===== config.mk =====
export PLATFORM = sky130hd
export DESIGN_NAME = pipe_stage_reg
export DESIGN_NICKNAME = d
export VERILOG_FILES = /design/src/rtl/pipe_stage_reg.sv
export SDC_FILE = /design/constraint.sdc
export NUM_CORES = 1
export LEC_CHECK = 0
export CORE_UTILIZATION = 62
export CTS_CLUSTER_SIZE = 20
export DETAILED_ROUTE_END_ITERATION = 8
export DONT_BUFFER_PORTS = 1
export GPL_ROUTABILITY_DRIVEN = 0
export PLACE_DENSITY = 0.78
export RECOVER_POWER = 50
export SYNTH_ARGS = -nofsm -noshare
export SYNTH_HDL_FRONTEND = slang
export SYNTH_SLANG_ARGS = --single-unit

===== constraint.sdc =====
create_clock -name clk_i -period 2.6 [get_ports clk_i]
set_input_delay 0.26 -clock clk_i [delete_from_list [all_inputs] [get_ports clk_i]]
set_output_delay 0.26 -clock clk_i [all_outputs]
set_load 0.03 [all_outputs]

===== src/rtl/pipe_stage_reg.sv =====
// rtl/pipe_stage_reg.sv - pipeline stage register, optional two-entry skid buffer
// Carries a valid/ready payload with one cycle of latency, plus stall and flush.
module pipe_stage_reg #(
    parameter int               WIDTH     = 32,
    parameter logic [WIDTH-1:0] FLUSH_VAL = '0,
    parameter bit               SKID      = 1'b1
) (
    input  logic             clk_i,
    input  logic             rst_i,
    input  logic             valid_i,
    input  logic [WIDTH-1:0] data_i,
    output logic             ready_o,
    output logic             valid_o,
    output logic [WIDTH-1:0] data_o,
    input  logic             ready_i,
    input  logic             stall_i,
    input  logic             flush_i,
    output logic [1:0]       occupancy_o
);

    logic             valid_q, valid_d;
    logic             skid_valid_q, skid_valid_d;
    logic [WIDTH-1:0] data_q, data_d;
    logic [WIDTH-1:0] skid_data_q, skid_data_d;
    logic             accept, xfer_in, xfer_out, ready;

    always_comb begin
        accept   = ready_i & ~stall_i;
        xfer_out = valid_q & accept;
        // skid mode keeps ready a pure flop output; otherwise it looks through to downstream
        ready    = SKID ? ~skid_valid_q : (~valid_q | accept);
        xfer_in  = valid_i & ready;

        valid_d      = valid_q;
        data_d       = data_q;
        skid_valid_d = skid_valid_q;
        skid_data_d  = skid_data_q;

        if (flush_i) begin
            valid_d      = 1'b0;
            skid_valid_d = 1'b0;
            data_d       = FLUSH_VAL;
            skid_data_d  = FLUSH_VAL;
        end else if (SKID) begin
            if (!valid_q || xfer_out) begin
                if (skid_valid_q) begin
                    valid_d      = 1'b1;
                    data_d       = skid_data_q;
                    skid_valid_d = 1'b0;
                end else if (xfer_in) begin
                    valid_d = 1'b1;
                    data_d  = data_i;
                end else begin
                    valid_d = 1'b0;
                end
            end else if (xfer_in) begin
                skid_valid_d = 1'b1;
                skid_data_d  = data_i;
            end
        end else begin
            if (xfer_in) begin
                valid_d = 1'b1;
                data_d  = data_i;
            end else if (xfer_out) begin
                valid_d = 1'b0;
            end
        end
    end

    always_ff @(posedge clk_i or posedge rst_i) begin
        if (rst_i) begin
            valid_q      <= 1'b0;
            skid_valid_q <= 1'b0;
            data_q       <= FLUSH_VAL;
            skid_data_q  <= FLUSH_VAL;
        end else begin
            valid_q      <= valid_d;
            skid_valid_q <= skid_valid_d;
            data_q       <= data_d;
            skid_data_q  <= skid_data_d;
        end
    end

    assign ready_o     = ready;
    assign valid_o     = valid_q;
    assign data_o      = data_q;
    assign occupancy_o = {1'b0, valid_q} + {1'b0, skid_valid_q};

endmodule


Word level (Yosys, flattened, before mapping)
Index checks and enable logic that the tools add are counted.
W data, S select, Z words.

word-level totals
  output and inout bits = 36
  logic and storage cells = 32
  input port bits = 38
  register bits = 66

cells by class
  $add $sub $neg = 1
  muxes and demuxes = 13
  reductions and logical operators = 8
  bitwise operators = 5
  eq/ne operators = 1

operators with widths
  operator              number
  $mux W32              6
  $mux W1               7
  $reduce_bool A3 Y1    2
  $reduce_and A2 Y1     2
  $reduce_bool A2 Y1    2
  $and A1 B1 Y1         3
  $add A1 B1 Y2         1
  $ne A2 B2 Y1 const B  1
  $not A1 Y1            2
  $logic_not A1 Y1      1
  $logic_or A1 B1 Y1    1

Longest topological paths before layout
  word-level depth = 6
  depth in mapped cells = 6
  depth with buffers taken out = 3

Least setup slack after synthesis
No wires, ideal clock.

  kind = flip-flop to flip-flop
  from = register valid_q (netlist: valid_o)
  to = register skid_data_q[0]
  setup slack = 1.239 ns
  data required time = 2.479 ns
  arrival time = 1.240 ns
  buffers on the path = 2
  library setup time = 0.121 ns
  cell stages (with the launch flop) = 5
  period minus slack after synthesis = 1.361 ns
  path through = dfrtp_1 > and4_1 > buf_2 > buf_6 > a22o_1

on the way
  word-level cells in the longest chain between the ends = 4
  elaborated cells on any way between the ends = 5
  those cells by class = 1 x eq/ne; 1 x bitwise; 3 x reduce/logical

RTL lines
  item                                               line    source
  start, declared                                    21      logic valid_q, valid_d;
  start signal, assigned                             77      valid_q <= valid_d;
  $and A1 B1 Y1 or $logic_not A1 Y1 (tied branches)  29, 45
  $logic_or A1 B1 Y1 (*)                             45      if (!valid_q || xfer_out) begin
  $ne A2 B2 Y1 (no line) (*)                         n/a
  $reduce_and A2 Y1 (no line) (*)                    n/a
  end signal, assigned                               80      skid_data_q <= skid_data_d;
  end, declared                                      24      logic [WIDTH-1:0] skid_data_q, skid_data_d;

Mark *: on every way between the ends. The rest lies on a longest branch, timed or not.
A chain may end at the register's enable or synchronous reset.

Worst setup path in the final report
  from = register skid_valid_q
  to = register data_q[25] (netlist: data_o[25])

on the way
  word-level cells in the longest chain between the ends = 4
  elaborated cells on any way between the ends = 7
  those cells by class = 3 x mux; 2 x bitwise; 2 x reduce/logical

RTL lines
  item                          line  source
  start, declared               22    logic skid_valid_q, skid_valid_d;
  start signal, assigned        78    skid_valid_q <= skid_valid_d;
  $not A1 Y1                    31    ready = SKID ? ~skid_valid_q : (~valid_q | accept);
  $and A1 B1 Y1                 32    xfer_in = valid_i & ready;
  $reduce_bool A3 Y1 (no line)  n/a
  $reduce_and A2 Y1 (no line)   n/a
  end signal, assigned          79    data_q <= data_d;
  end, declared                 23    logic [WIDTH-1:0] data_q, data_d;

Parallel ways exist; a longest one is shown, timed or not. The select of a mux whose other input is x is not followed.

==> metrics.json <==
{
  "outcome": "complete, but fails checks",
  "failed_checks": "max-capacitance violations, max-slew violations",
  "max_slew.worst_pin.slew_ns": 1.53,
  "design.die.area_sq_mm": 0.00469,
  "synth.lib_cells_used.distinct": 19,
  "cpPeakStageDelay_ns": 0.81,
  "worstSetupStartpointType": "flip-flop",
  "slew_viol_final": 67,
  "syn_inst": 194,
  "synth.cell_area_sq_mm": 0.00274,
  "max_freq_mhz": 473,
  "ys_dominant_reg_cell": "sky130_fd_sc_hd__dfrtp_1",
  "setup_tns_ns": 0,
  "via_count_of_the_first_global_routing_pass": 1732,
  "initial_core_utilization_pct": 66.5,
  "synth_seq_cells": 66,
  "finalSetupViolCount": 0,
  "number_of_enable_flip_flop_cells_after_synthesis": 0,
  "synth.top_cells.by_count": "sky130_fd_sc_hd__dfrtp_1, sky130_fd_sc_hd__a22o_1, sky130_fd_sc_hd__mux2i_1, sky130_fd_sc_hd__o2bb2ai_1, sky130_fd_sc_hd__buf_2",
  "design.core.area_sq_mm": 0.00412,
  "cts.clk_slew.worst_paths_ns": 0.07,
  "detailroute.via_count": 1708,
  "count_of_routing_violations_after_the_opening_detailed_route_iteration": 112,
  "drt_drc_violations_left": 0,
  "total_power_mw": 2.15,
  "via_per_inst": 6.83,
  "post_cts_setup_buffer_count": 0,
  "regToRegStartpoint": "skid_valid_q",
  "leakage_nw": 1.29,
  "power_density_mw_per_mm2": 733,
  "die_h_microns": 68.5,
  "ys_top_cells_by_area": "sky130_fd_sc_hd__dfrtp_1, sky130_fd_sc_hd__mux2i_1, sky130_fd_sc_hd__a22o_1, sky130_fd_sc_hd__o2bb2ai_1, sky130_fd_sc_hd__buf_2",
  "wl_per_cell_microns": 22.1,
  "cap_viol_max_count": 1,
  "period_minus_slack_ns": 2.11,
  "clock_tree.root_cell": "sky130_fd_sc_hd__clkbuf_8",
  "cts_htree_levels": 3,
  "cp_data_arrival_time_ns": 2.36,
  "setup.worst_path.end_class": "flip-flop",
  "cts-buffers-inserted": 9,
  "postSynth.asyncResetShare_pct": 100,
  "crit_path_start": "skid_valid_q",
  "average_cell_area_after_synthesis_sq_um": 14.1,
  "largest_net_degree_at_the_start_of_global_routing": 67,
  "critical_setup_path_kind": "flip-flop to flip-flop",
  "groute.usage.overall_pct": 25.9,
  "rrSetupSlack_ns": 0.49,
  "proportion_of_layout_cells_with_a_drive_suffix_above_1_pct": 11.5,
  "class_of_the_tightest_hold_or_removal_check": "input port to flip-flop",
  "ys.warnings.count": 0,
  "min_path_cells": 1,
  "die_width_microns": 68.5,
  "synth_fp_nets": 233,
  "ctsLongestPathBuffers": 2,
  "tritoncts_clock_tree": "done",
  "placement.cell_area_sq_mm": 0.00274,
  "crit_required_ns": 2.85,
  "clkLatencyLatePin_ns": 0.34,
  "placement.io_buffers": 0,
  "max-vdd-ir-drop_v": 0.000504,
  "num_rows": 23,
  "growth_of_design_area_from_synthesis_to_finish_pct": 6.99,
  "grt_first_pass_wirelength_microns": 8300,
  "fin_nets": 234,
  "io-pin-count": 74,
  "fin_skew_ns": 0.00746,
  "final_core_util_pct": 71.2,
  "clock_sinks": 66,
  "route.antenna.remaining_nets": 0,
  "synth-seq-area-share_pct": 60.3,
  "yosysMostFrequentCell": "sky130_fd_sc_hd__dfrtp_1",
  "critical_path_peak_fanout": 32,
  "finish.instance_area_sq_mm": 0.00293,
  "hold_violations": 0,
  "timing.hold.worst.start": "data_i[24]",
  "firstDrtPassIters": 4,
  "r2r_end": "data_o[25]",
  "grt_overflow_total": 0,
  "grt_setup_unrepaired": "false",
  "critPathSlowestCell": "sky130_fd_sc_hd__dfrtp_1",
  "post-synth-top-area-fraction_pct": 60.3,
  "critical_path.cell_chain": "nor2_1, a211o_1, o2bb2ai_1",
  "n_antenna_cell": 0,
  "hold-worst-slack_ns": 0.0528,
  "min_to": "skid_data_q[24]",
  "drt_wl_total_microns": 5540,
  "post-dp-hpwl_microns": 3510,
  "grt_antenna_before_repair": 0,
  "synth_largest_area_cell": "sky130_fd_sc_hd__dfrtp_1",
  "ff2ff_path_depth": 3,
  "timing.slew.headroom_pct": -1.93,
  "fin_crit_sh_pct": 81.3
}
## metal layers
| metal | track usage, % | wire, microns |
|---|---|---|
| met1 | 31.7 | 2350 |
| met2 | 38.8 | 2630 |
| met3 | 12.7 | 469 |
| met4 | 10.7 | 80 |
| met5 | 0 | 0 |
## metrics by stage
| step | cells | setup slack, ns |
|---|---|---|
| 2_1_floorplan | 194 | 0.685 |
| 3_3_place_gp | 233 | 0.750 |
| 3_5_place_dp | 233 | 0.628 |
| 4_1_cts | 250 | 0.625 |
| 5_1_grt | 250 | 0.328 |
| 6_report | 250 | 0.485 |
## state kept, by name (all words and copies together) (netlist names)
register / count
data_o: 32
skid_data_q: 32
skid_valid_q: 1
valid_o: 1
## layout make-up
class                      instances  area, sq um
fill                             281         1190
clock inverter                     2         10.0
multi-input combinational        108          968
timing repair buffer               7         52.6
sequential                        66         1650
inverter                           3         11.3
clock buffer                      14          173
tap                               50         62.6
## timing repair
| action | in CTS | in global routing |
|---|---|---|
| hold endpoints to repair | 2 | 0 |
| gates resized for setup | 0 | 0 |
| hold buffers | 1 | 0 |
## worst max-delay path by stage
stage | end | cells past startpoint
floorplan | data_o[0] | 1
global placement | data_o[11] | 3
detailed placement | data_o[25] | 3
CTS | data_o[25] | 3
global route | data_o[3] | 3
finish | data_o[25] | 3
## worst max-delay path: cells and delay by family (launching register included)
kind	cells	cell delay, ns
AO/OA/AOI/OAI	2	1.03
flip-flops	1	0.81
AND/OR/NAND/NOR	1	0.17
## placed cells by master (no fill, tap or decap)
master                          netlist  layout
sky130_fd_sc_hd__clkbuf_1             0       2
sky130_fd_sc_hd__nor3_1               2       2
sky130_fd_sc_hd__mux2i_1             32      32
sky130_fd_sc_hd__dfrtp_1             66      66
sky130_fd_sc_hd__dlygate4sd3_1        0       1
sky130_fd_sc_hd__nand2_1              1       1
sky130_fd_sc_hd__nand2b_1             1       1
sky130_fd_sc_hd__o2bb2ai_1           32      32
sky130_fd_sc_hd__and4_1               1       1
sky130_fd_sc_hd__nor2_1               2       2
sky130_fd_sc_hd__a41oi_2              1       1
sky130_fd_sc_hd__clkinv_2             0       2
sky130_fd_sc_hd__ha_1                 1       1
sky130_fd_sc_hd__clkbuf_2             0       1
sky130_fd_sc_hd__a31o_2               1       1
sky130_fd_sc_hd__buf_4                1       5
sky130_fd_sc_hd__clkbuf_8             0      12
sky130_fd_sc_hd__inv_1                2       2
sky130_fd_sc_hd__a21oi_1              1       1
sky130_fd_sc_hd__inv_2                1       1
sky130_fd_sc_hd__a22o_1              32      32
sky130_fd_sc_hd__a211o_1              1       1
## power breakdown
| group | total, mW | switching, mW | internal, mW |
|---|---|---|---|
| registers | 1.20 | 0.122 | 1.08 |
| clock network | 0.783 | 0.361 | 0.422 |
| logic | 0.161 | 0.0977 | 0.0629 |
## cell families (layout without fill, tap and decap cells)
family | after synthesis | count (layout) | share of synthesized area (%)
AO/OA/AOI/OAI | 68 | 68 | 21.9
flip-flops | 66 | 66 | 60.3
multiplexers | 32 | 32 | 11.7
buffers and inverters | 20 | 26 | 4.30
AND/OR/NAND/NOR | 7 | 7 | 1.33
adder cells (fa/ha/maj) | 1 | 1 | 0.457
Note: power is estimated with default switching activity, not from simulation.
